===== config.mk =====
export PLATFORM = sky130hd
export DESIGN_NAME = coin_tracker
export DESIGN_NICKNAME = d
export VERILOG_FILES = /design/src/rtl/coin_pkg.sv /design/src/rtl/coin_tracker_bcd_add_sat.sv /design/src/rtl/coin_tracker.sv
export SDC_FILE = /design/constraint.sdc
export NUM_CORES = 2
export LEC_CHECK = 0
export CAP_MARGIN = 20
export CORE_ASPECT_RATIO = 1.1
export CORE_MARGIN = 4
export CORE_UTILIZATION = 55
export CTS_CLUSTER_DIAMETER = 100
export DETAILED_ROUTE_END_ITERATION = 12
export PLACE_DENSITY = 0.71
export SKIP_LAST_GASP = 1
export SLEW_MARGIN = 10
export SYNTH_ARGS = -nofsm -noshare
export SYNTH_HDL_FRONTEND = slang
export SYNTH_HIERARCHICAL = 1
export SYNTH_SLANG_ARGS = --single-unit

===== constraint.sdc =====
create_clock -name clk_pix -period 34.3 [get_ports clk_pix]
set_clock_uncertainty 0.1 [all_clocks]
set_input_delay 10.29 -clock clk_pix [delete_from_list [all_inputs] [get_ports clk_pix]]
set_output_delay 10.29 -clock clk_pix [all_outputs]
set_load 0.05 [all_outputs]

===== src/rtl/coin_pkg.sv =====
// Shared map geometry, tile codes and FSM state encoding for the coin tracker.
package coin_pkg;

    localparam int MAP_W    = 48;
    localparam int MAP_H    = 27;
    localparam int COIN_CNT = MAP_W * MAP_H;
    localparam int ADDR_W   = 11;

    localparam logic [3:0] TILE_BG   = 4'd0;
    localparam logic [3:0] TILE_WALL = 4'd1;
    localparam logic [3:0] TILE_COIN = 4'd2;

    // Largest score the four BCD digits hold with the units digit pinned at 0.
    localparam logic [15:0] SCORE_MAX = 16'h9990;

    typedef enum logic [1:0] {
        INIT,
        RUN,
        CLEAR
    } state_t;

endpackage


===== src/rtl/coin_tracker_bcd_add_sat.sv =====
// Adds a tens-digit increment to a BCD score (units digit implied 0),
// saturating at 9990 instead of wrapping.
module bcd_add_sat
    import coin_pkg::*;
(
    input  logic [11:0] digits,
    input  logic [3:0]  add_tens,
    output logic [15:0] sum
);

    logic [4:0] tens_raw;
    logic [4:0] hund_raw;
    logic [4:0] thou_raw;
    logic [3:0] tens_d;
    logic [3:0] hund_d;
    logic [3:0] thou_d;
    logic       carry_t;
    logic       carry_h;
    logic       carry_th;

    always_comb begin
        tens_raw = {1'b0, digits[3:0]} + {1'b0, add_tens};
        carry_t  = (tens_raw > 5'd9);
        tens_d   = carry_t ? 4'(tens_raw - 5'd10) : tens_raw[3:0];

        hund_raw = {1'b0, digits[7:4]} + {4'd0, carry_t};
        carry_h  = (hund_raw > 5'd9);
        hund_d   = carry_h ? 4'(hund_raw - 5'd10) : hund_raw[3:0];

        thou_raw = {1'b0, digits[11:8]} + {4'd0, carry_h};
        carry_th = (thou_raw > 5'd9);
        thou_d   = carry_th ? 4'(thou_raw - 5'd10) : thou_raw[3:0];

        // A carry out of the thousands digit means the true sum passed 9990.
        sum = carry_th ? SCORE_MAX : {thou_d, hund_d, tens_d, 4'h0};
    end

endmodule


===== src/rtl/coin_tracker.sv =====
// Coin storage owner: loads coins from the tile ROM, clears eaten coins,
// answers renderer lookups, and tracks coins left, BCD score and level clear.
module coin_tracker
    import coin_pkg::*;
#(
    parameter int         MAP_W     = coin_pkg::MAP_W,
    parameter int         MAP_H     = coin_pkg::MAP_H,
    parameter int         COIN_CNT  = MAP_W * MAP_H,
    parameter int         ADDR_W    = coin_pkg::ADDR_W,
    parameter logic [3:0] COIN_CODE = TILE_COIN,
    parameter int         POINTS    = 10
) (
    input  logic              clk_pix,
    input  logic              reset,
    input  logic              start_init,
    output logic [ADDR_W-1:0] rom_addr,
    input  logic [3:0]        rom_code,
    input  logic              eat_valid,
    input  logic [ADDR_W-1:0] eat_addr,
    input  logic [ADDR_W-1:0] rd_addr,
    output logic              rd_coin,
    output logic              coin_eaten,
    output logic [ADDR_W-1:0] coins_left,
    output logic [15:0]       score_bcd,
    output logic              all_clear,
    output logic              init_busy
);

    localparam logic [ADDR_W-1:0] ADDR_LIM  = ADDR_W'(COIN_CNT);
    localparam logic [ADDR_W-1:0] LAST_ADDR = ADDR_W'(COIN_CNT - 1);
    localparam logic [ADDR_W-1:0] ONE       = ADDR_W'(1);
    localparam logic [3:0]        ADD_TENS  = 4'(POINTS / 10);

    state_t state;
    state_t state_next;

    logic [COIN_CNT-1:0] coin_bits;

    // ROM read pipeline: load_addr/load_valid describe the tile whose code
    // is on rom_code this cycle.
    logic              issue_done;
    logic              load_valid;
    logic [ADDR_W-1:0] load_addr;

    logic              load_hit;
    logic              load_last;
    logic              eat_hit;
    logic              mem_we;
    logic [ADDR_W-1:0] mem_waddr;
    logic              mem_wdata;
    logic [15:0]       score_sum;

    bcd_add_sat u_bcd (
        .digits   (score_bcd[15:4]),
        .add_tens (ADD_TENS),
        .sum      (score_sum)
    );

    assign init_busy = (state == INIT);
    assign all_clear = (state == CLEAR);

    // NOTE: every signal driven here gets a default first so no path through
    // the block leaves a value unassigned and infers a latch.
    always_comb begin
        load_hit   = (rom_code == COIN_CODE);
        load_last  = (state == INIT) && load_valid && (load_addr == LAST_ADDR);
        eat_hit    = (state == RUN) && eat_valid && !start_init &&
                     (eat_addr < ADDR_LIM) && coin_bits[eat_addr];

        mem_we     = ((state == INIT) && load_valid) || eat_hit;
        mem_waddr  = (state == INIT) ? load_addr : eat_addr;
        mem_wdata  = (state == INIT) && load_hit;

        state_next = state;
        unique case (state)
            INIT: begin
                // The final write may itself add the only coin of the map.
                if (load_last) begin
                    state_next = ((coins_left != '0) || load_hit) ? RUN : CLEAR;
                end
            end
            RUN: begin
                if (eat_hit && (coins_left == ONE)) begin
                    state_next = CLEAR;
                end
            end
            CLEAR: state_next = CLEAR;
            default: state_next = INIT;
        endcase

        if (start_init) begin
            state_next = INIT;
        end
    end

    // NOTE: sequential state uses non-blocking assignments so every register
    // samples the pre-edge values of its neighbours, matching real flops.
    always_ff @(posedge clk_pix) begin
        if (reset) begin
            state      <= INIT;
            rom_addr   <= '0;
            issue_done <= 1'b0;
            load_valid <= 1'b0;
            load_addr  <= '0;
            coins_left <= '0;
            score_bcd  <= '0;
            coin_eaten <= 1'b0;
            rd_coin    <= 1'b0;
        end else begin
            state      <= state_next;
            coin_eaten <= eat_hit;
            rd_coin    <= (rd_addr < ADDR_LIM) && coin_bits[rd_addr];

            if (start_init) begin
                rom_addr   <= '0;
                issue_done <= 1'b0;
                load_valid <= 1'b0;
                coins_left <= '0;
            end else if (state == INIT) begin
                load_valid <= !issue_done;
                load_addr  <= rom_addr;
                if (!issue_done) begin
                    if (rom_addr == LAST_ADDR) begin
                        issue_done <= 1'b1;
                    end else begin
                        rom_addr <= rom_addr + ONE;
                    end
                end
                if (load_valid && load_hit) begin
                    coins_left <= coins_left + ONE;
                end
            end else if (eat_hit) begin
                coins_left <= coins_left - ONE;
                score_bcd  <= score_sum;
            end
        end
    end

    // NOTE: the coin array has no reset; INIT rewrites every bit, and leaving
    // it out of reset lets it map onto distributed RAM.
    always_ff @(posedge clk_pix) begin
        if (mem_we) begin
            coin_bits[mem_waddr] <= mem_wdata;
        end
    end

endmodule


-- After elaboration in Yosys (flattened, before gate mapping)
Cells that the tools add are included.
- $add $sub $neg: 8
- $lt $le $gt $ge: 9
- eq/ne operators: 9
- mux-type cells: 20
- bitwise gates (word level): 4
- reductions and logical operators: 24
- operators with widths (kind ; count):
    1296-bit bitwise mux ; 1
    11-bit two-way mux ; 4
    11-bit by 12-bit less-than comparator with 1-bit output, second input constant ; 3
    11-bit by 1-bit adder with 11-bit output, second input constant ; 2
    1-bit binary-select mux with 11-bit select ; 2
    11-bit == test, second input constant ; 2
    11-bit less-than comparator, second input constant ; 2
    16-bit two-way mux ; 1
    5-bit by 4-bit > comparator with 1-bit output, second input constant ; 3
    1-bit demux with 11-bit select ; 1
    11-bit by 1-bit == test with 1-bit output, second input constant ; 1
    11-bit by 1-bit greater-or-equal comparator with 1-bit output, second input constant ; 1
    1-bit logical AND ; 11
    11-bit nonzero test ; 1
    11-bit by 1-bit subtractor with 11-bit output, second input constant ; 1
    4-bit by 1-bit adder with 5-bit output ; 2
    4-bit two-way mux ; 2
    4-bit subtractor, second input constant ; 2
    2-bit two-way mux ; 3
    2-bit by 1-bit != test with 1-bit output, second input constant ; 3
    2-bit one-hot mux with 3 select lines ; 1
    2-bit AND reduction ; 3
    3-bit AND reduction ; 2
    4-bit by 1-bit adder with 5-bit output, second input constant ; 1
    other kinds (10) ; 19
- register bits: 1351
- input bits: 30
- output and inout port bits: 42

-- Logic depth before layout (Yosys ltp)
- depth in word-level cells: 8
- depth in mapped cells: 20
- gate-level depth less buffers: 20

-- Hierarchy
Netlist, hierarchy kept.
- by module, submodules not included (module ; instances ; cells each ; area each (µm²) ; sequential area each (µm²)):
    coin_tracker ; 1 ; 5350 ; 77018.9 ; 40018.4
    bcd_add_sat ; 1 ; 107 ; 749.5 ; 0.0

-- Worst setup path before layout
Ideal clock, no wire load.
- path kind: input-to-reg
- start: in rom_code[0]
- end: reg coin_bits[0] (data pin)
- setup time: 3.571 ns
- arrival: 26.848 ns
- required time: 30.629 ns
- path slack: 3.780 ns
- stages on the path: 2
- buffers on the path: 0
- path through: nor4b_1 > and2_1
- longest elaborated chain between the ends: 3
- RTL lines (element ; line ; text):
    start: declaration ; coin_tracker.sv:17 ; input logic [3:0] rom_code,
    4-bit by 2-bit == test with 1-bit output ; coin_tracker.sv:65 ; load_hit = (rom_code == COIN_CODE);
    1-bit logical AND ; coin_tracker.sv:72 ; mem_wdata = (state == INIT) && load_hit;
    net mem_wdata ; coin_tracker.sv:50 ; logic mem_wdata;
    1296-bit bitwise mux ; coin_tracker.sv:143 ; coin_bits[mem_waddr] <= mem_wdata;
    end signal: indexed assignment ; coin_tracker.sv:143 ;
    end: declaration ; coin_tracker.sv:37 ; logic [COIN_CNT-1:0] coin_bits;
The timed path passes the listed nets, and every way through them passes these cells.
A chain may end at the register's enable or synchronous reset.

-- Worst setup path after layout
- start: in eat_addr[0]
- end: reg coin_bits[817] (enable)
- longest elaborated chain between the ends: 4
- RTL lines (element ; line ; text):
    start: declaration ; coin_tracker.sv:19 ; input logic [ADDR_W-1:0] eat_addr,
    1-bit binary-select mux with 11-bit select / 11-bit less-than comparator (equally long branches) ; coin_tracker.sv:68 ; (eat_addr < ADDR_LIM) && coin_bits[eat_addr];
    1-bit two-way mux (not written as such) / 1-bit logical AND (equally long branches) ; coin_tracker.sv:68, coin_tracker.sv:67 ;
    1-bit logical AND (*) ; coin_tracker.sv:68 ;
    1-bit logical OR (*) ; coin_tracker.sv:70 ; mem_we = ((state == INIT) && load_valid) || eat_hit;
Every way passes the cells marked *; elsewhere a longest branch is shown, timed or not. The select of a mux whose other input is x is not followed.

==> results_dict.tcl <==
set metrics [dict create \
    status "completed" \
    cts_max_level 4 \
    setup_viol 0 \
    worst_pin_slew_ns 1.392 \
    path_clk_slew_ns 0.06 \
    grt_overflow 0 \
    r2r-end "coin_bits[817]$_DFFE_PP_" \
    cts-root-buf "clkbuf_16" \
    drive_gt1_frac 0.2291 \
    ff2ff_setup_slack_ns 25.42 \
    multiInputGateArea_um2 34360 \
    path_class "input port to register" \
    port_buffers 71 \
    dieArea_um2 147500 \
    synth-edff-count 1296 \
    grt_pass1_vias 53354 \
    ys_types 81 \
    cts_hold_buffers 0 \
    synth_area_leader_cell "edfxtp_1" \
    drt-total-wl_um 230600 \
    fin_crit_ns 20.21 \
    holdPathEnd "score_bcd[0]$_SDFFE_PP0P_" \
    drv_cap 0 \
    synth_seq_cells 1351 \
    grt_usage 0.3087 \
    dp_hpwl_um 127700 \
    pre_cts_ws_ns 13.39 \
    num_vias 53738 \
    slew_violations 0 \
    slew_headroom 0.07225 \
    start_util 0.5541 \
    synth_top_cell_area_share 0.5004 \
    worst_ep_arrival_time_ns 20.59 \
    final_area_um2 83190 \
    fmax_ghz 0.04949 \
    cp-start-kind "input port" \
    reg2reg_depth 14 \
    place_inst 6758 \
    instances_no_fill 7027 \
    p_leak_nw 23.19 \
    clk_latency_ns 0.79 \
    core_um2 140400 \
    holdPathStages 2 \
    crit_required_ns 34.69 \
    p_total_w 0.003633 \
    synthCells 5457 \
    r2r-start "coin_bits[790]$_DFFE_PP_" \
    cts_setup_buffers 0 \
    async_flop_share 0 \
    rsz0062_at_grt "false" \
    rows 144 \
    final_hold_viol_count 0 \
    hold_path_startpoint "score_bcd[0]$_SDFFE_PP0P_" \
    cts_buffers 141 \
    final_cell_mix "edfxtp_1 (1296), a211oi_1 (1215), mux4_2 (697)" \
    io_pins 72 \
    nets 5133 \
    first_iter_violations 7251 \
    syn_area_um2 77770 \
    period_share 0.5891 \
    via_per_inst 7.647 \
    drc_errors 0 \
    antenna_found_initial 5 \
    setup_ws_ns 14.09 \
    cts_tree "done" \
    holdCritPathClass "register to register" \
    fill_cells 10435 \
    grt_first_pass_wirelength_um 344100 \
    p_per_area_nw_per_um2 43.67 \
    synth_area_per_cell_um2 14.25 \
    grt_max_degree 267 \
    tns_ns 0 \
    antenna_left 0 \
    die_x_um 366.5 \
    first_pass_iters 6 \
    cts_resized 0 \
    synth_flop_cell "edfxtp_1" \
    area.growth.synth_to_final_pct 6.971 \
    final_common_cell "edfxtp_1" \
    clock_path_buffers 3 \
    place.gp.congestion 0.8706 \
    layout.area.seq_um2 40020 \
    die_h_um 402.4 \
    end_kind "register" \
    synth_area_leaders "edfxtp_1 (50%), mux4_2 (20%), a211oi_1 (12%), mux2i_1 (2.1%), nand2_1 (2.1%)" \
    numClockSinks 1351 \
    seq_area_frac_synth 0.5146 \
    vdd_drop_max_mv 0.05582 \
    ys_warn_count 6 \
    detailed_place.area_um2 78490 \
    cp_max_fo 225 \
    routedWlPerCell_um 32.81 \
]
[cells by family after synthesis]
logic type / share of synthesized area
fa+ha+maj: 0.003153
mux: 0.2267
buf+inv: 0.04560
other cells: 0.0001448
compound gates: 0.1626
flops: 0.5146
xor+xnor: 0.001577
simple gates: 0.04568
[sequential cells by signal (all words and copies together), names as in the netlist]
name / cells
rd_coin: 1
load_addr: 11
score_bcd: 16
issue_done: 1
coin_eaten: 1
coins_left: 11
state: 2
rom_addr: 11
load_valid: 1
coin_bits: 1296
[metal layers]
metal | global-route usage | wire length, µm | vias up
li1 | - | - | 22322
met1 | 0.3961 | 81660 | 27376
met2 | 0.4902 | 109200 | 3328
met3 | 0.07375 | 25970 | 708
met4 | 0.1674 | 13680 | 4
met5 | 0 | 27 | -
[per-stage QoR]
step	hold slack, ns	util
6_report	0.3701	0.5927
3_3_place_gp	0.3527	0.5591
4_1_cts	0.3698	0.5912
3_5_place_dp	0.3617	0.5592
2_1_floorplan	0.3397	-
5_1_grt	0.3926	0.5926
[cell type report]
class / instances / share of cell area
diodes: 7 / 0.0002106
flip-flops and latches: 1351 / 0.4810
inverters: 23 / 0.001038
repair buffers: 196 / 0.02334
clock inverters: 79 / 0.008979
well taps: 1825 / 0.02745
multi-input cells: 3371 / 0.4130
clock buffers: 175 / 0.04496
[worst max path at each step]
stage | startpoint | end | slack [ns] | depth (start not counted)
6_report | eat_addr[0] | coin_bits[817]$_DFFE_PP_ | 14.09 | 18
5_1_grt | eat_addr[0] | coin_bits[585]$_DFFE_PP_ | 13.44 | 18
4_1_cts | eat_addr[0] | coin_bits[585]$_DFFE_PP_ | 14.22 | 18
3_5_place_dp | eat_addr[0] | coin_bits[585]$_DFFE_PP_ | 13.39 | 18
3_3_place_gp | eat_addr[0] | coin_bits[547]$_DFFE_PP_ | 13.51 | 18
2_1_floorplan | rom_code[0] | coin_bits[0]$_DFFE_PP_ | 3.78 | 2
[worst max-delay path: stages]
cell and delay [ns]:
buf_8 0.57, buf_12 0.61, buf_4 0.77, buf_4 0.59
mux4_2 0.55, nand2b_1 0.15, and3_1 0.20, nor4_1 0.25
a2111oi_0 0.18, o41ai_2 0.80, a31oi_1 0.18, o211ai_1 0.91
buf_4 0.54, buf_4 0.87, buf_12 0.59, buf_4 0.93
buf_4 0.88, a211oi_1 0.22
[cells in the mapped netlist (18+ instances only)]
cell type,n
a21oi_1,74
and2_1,21
mux2i_1,167
buf_6,32
buf_4,56
inv_1,20
clkbuf_1,428
a31oi_1,22
a22oi_1,59
buf_1,39
mux2_2,23
nand3_1,63
and3_1,18
buf_2,151
a211oi_2,100
nor3_1,25
a22o_1,18
a211oi_1,1215
ha_1,18
edfxtp_1,1296
nand2_1,429
nor2_1,121
dfxtp_1,55
nand2b_1,25
mux4_2,697
o21ai_0,58
nor2b_1,27
[power by group]
group,switching [W],internal (W),total (W)
combinational,0.000196,0.000114,0.000309
clock,0.000652,0.000878,0.00153
sequential,0.000000576,0.00179,0.00179
total,0.000849,0.00278,0.00363
No activity file was read; power rests on OpenSTA's default activity.
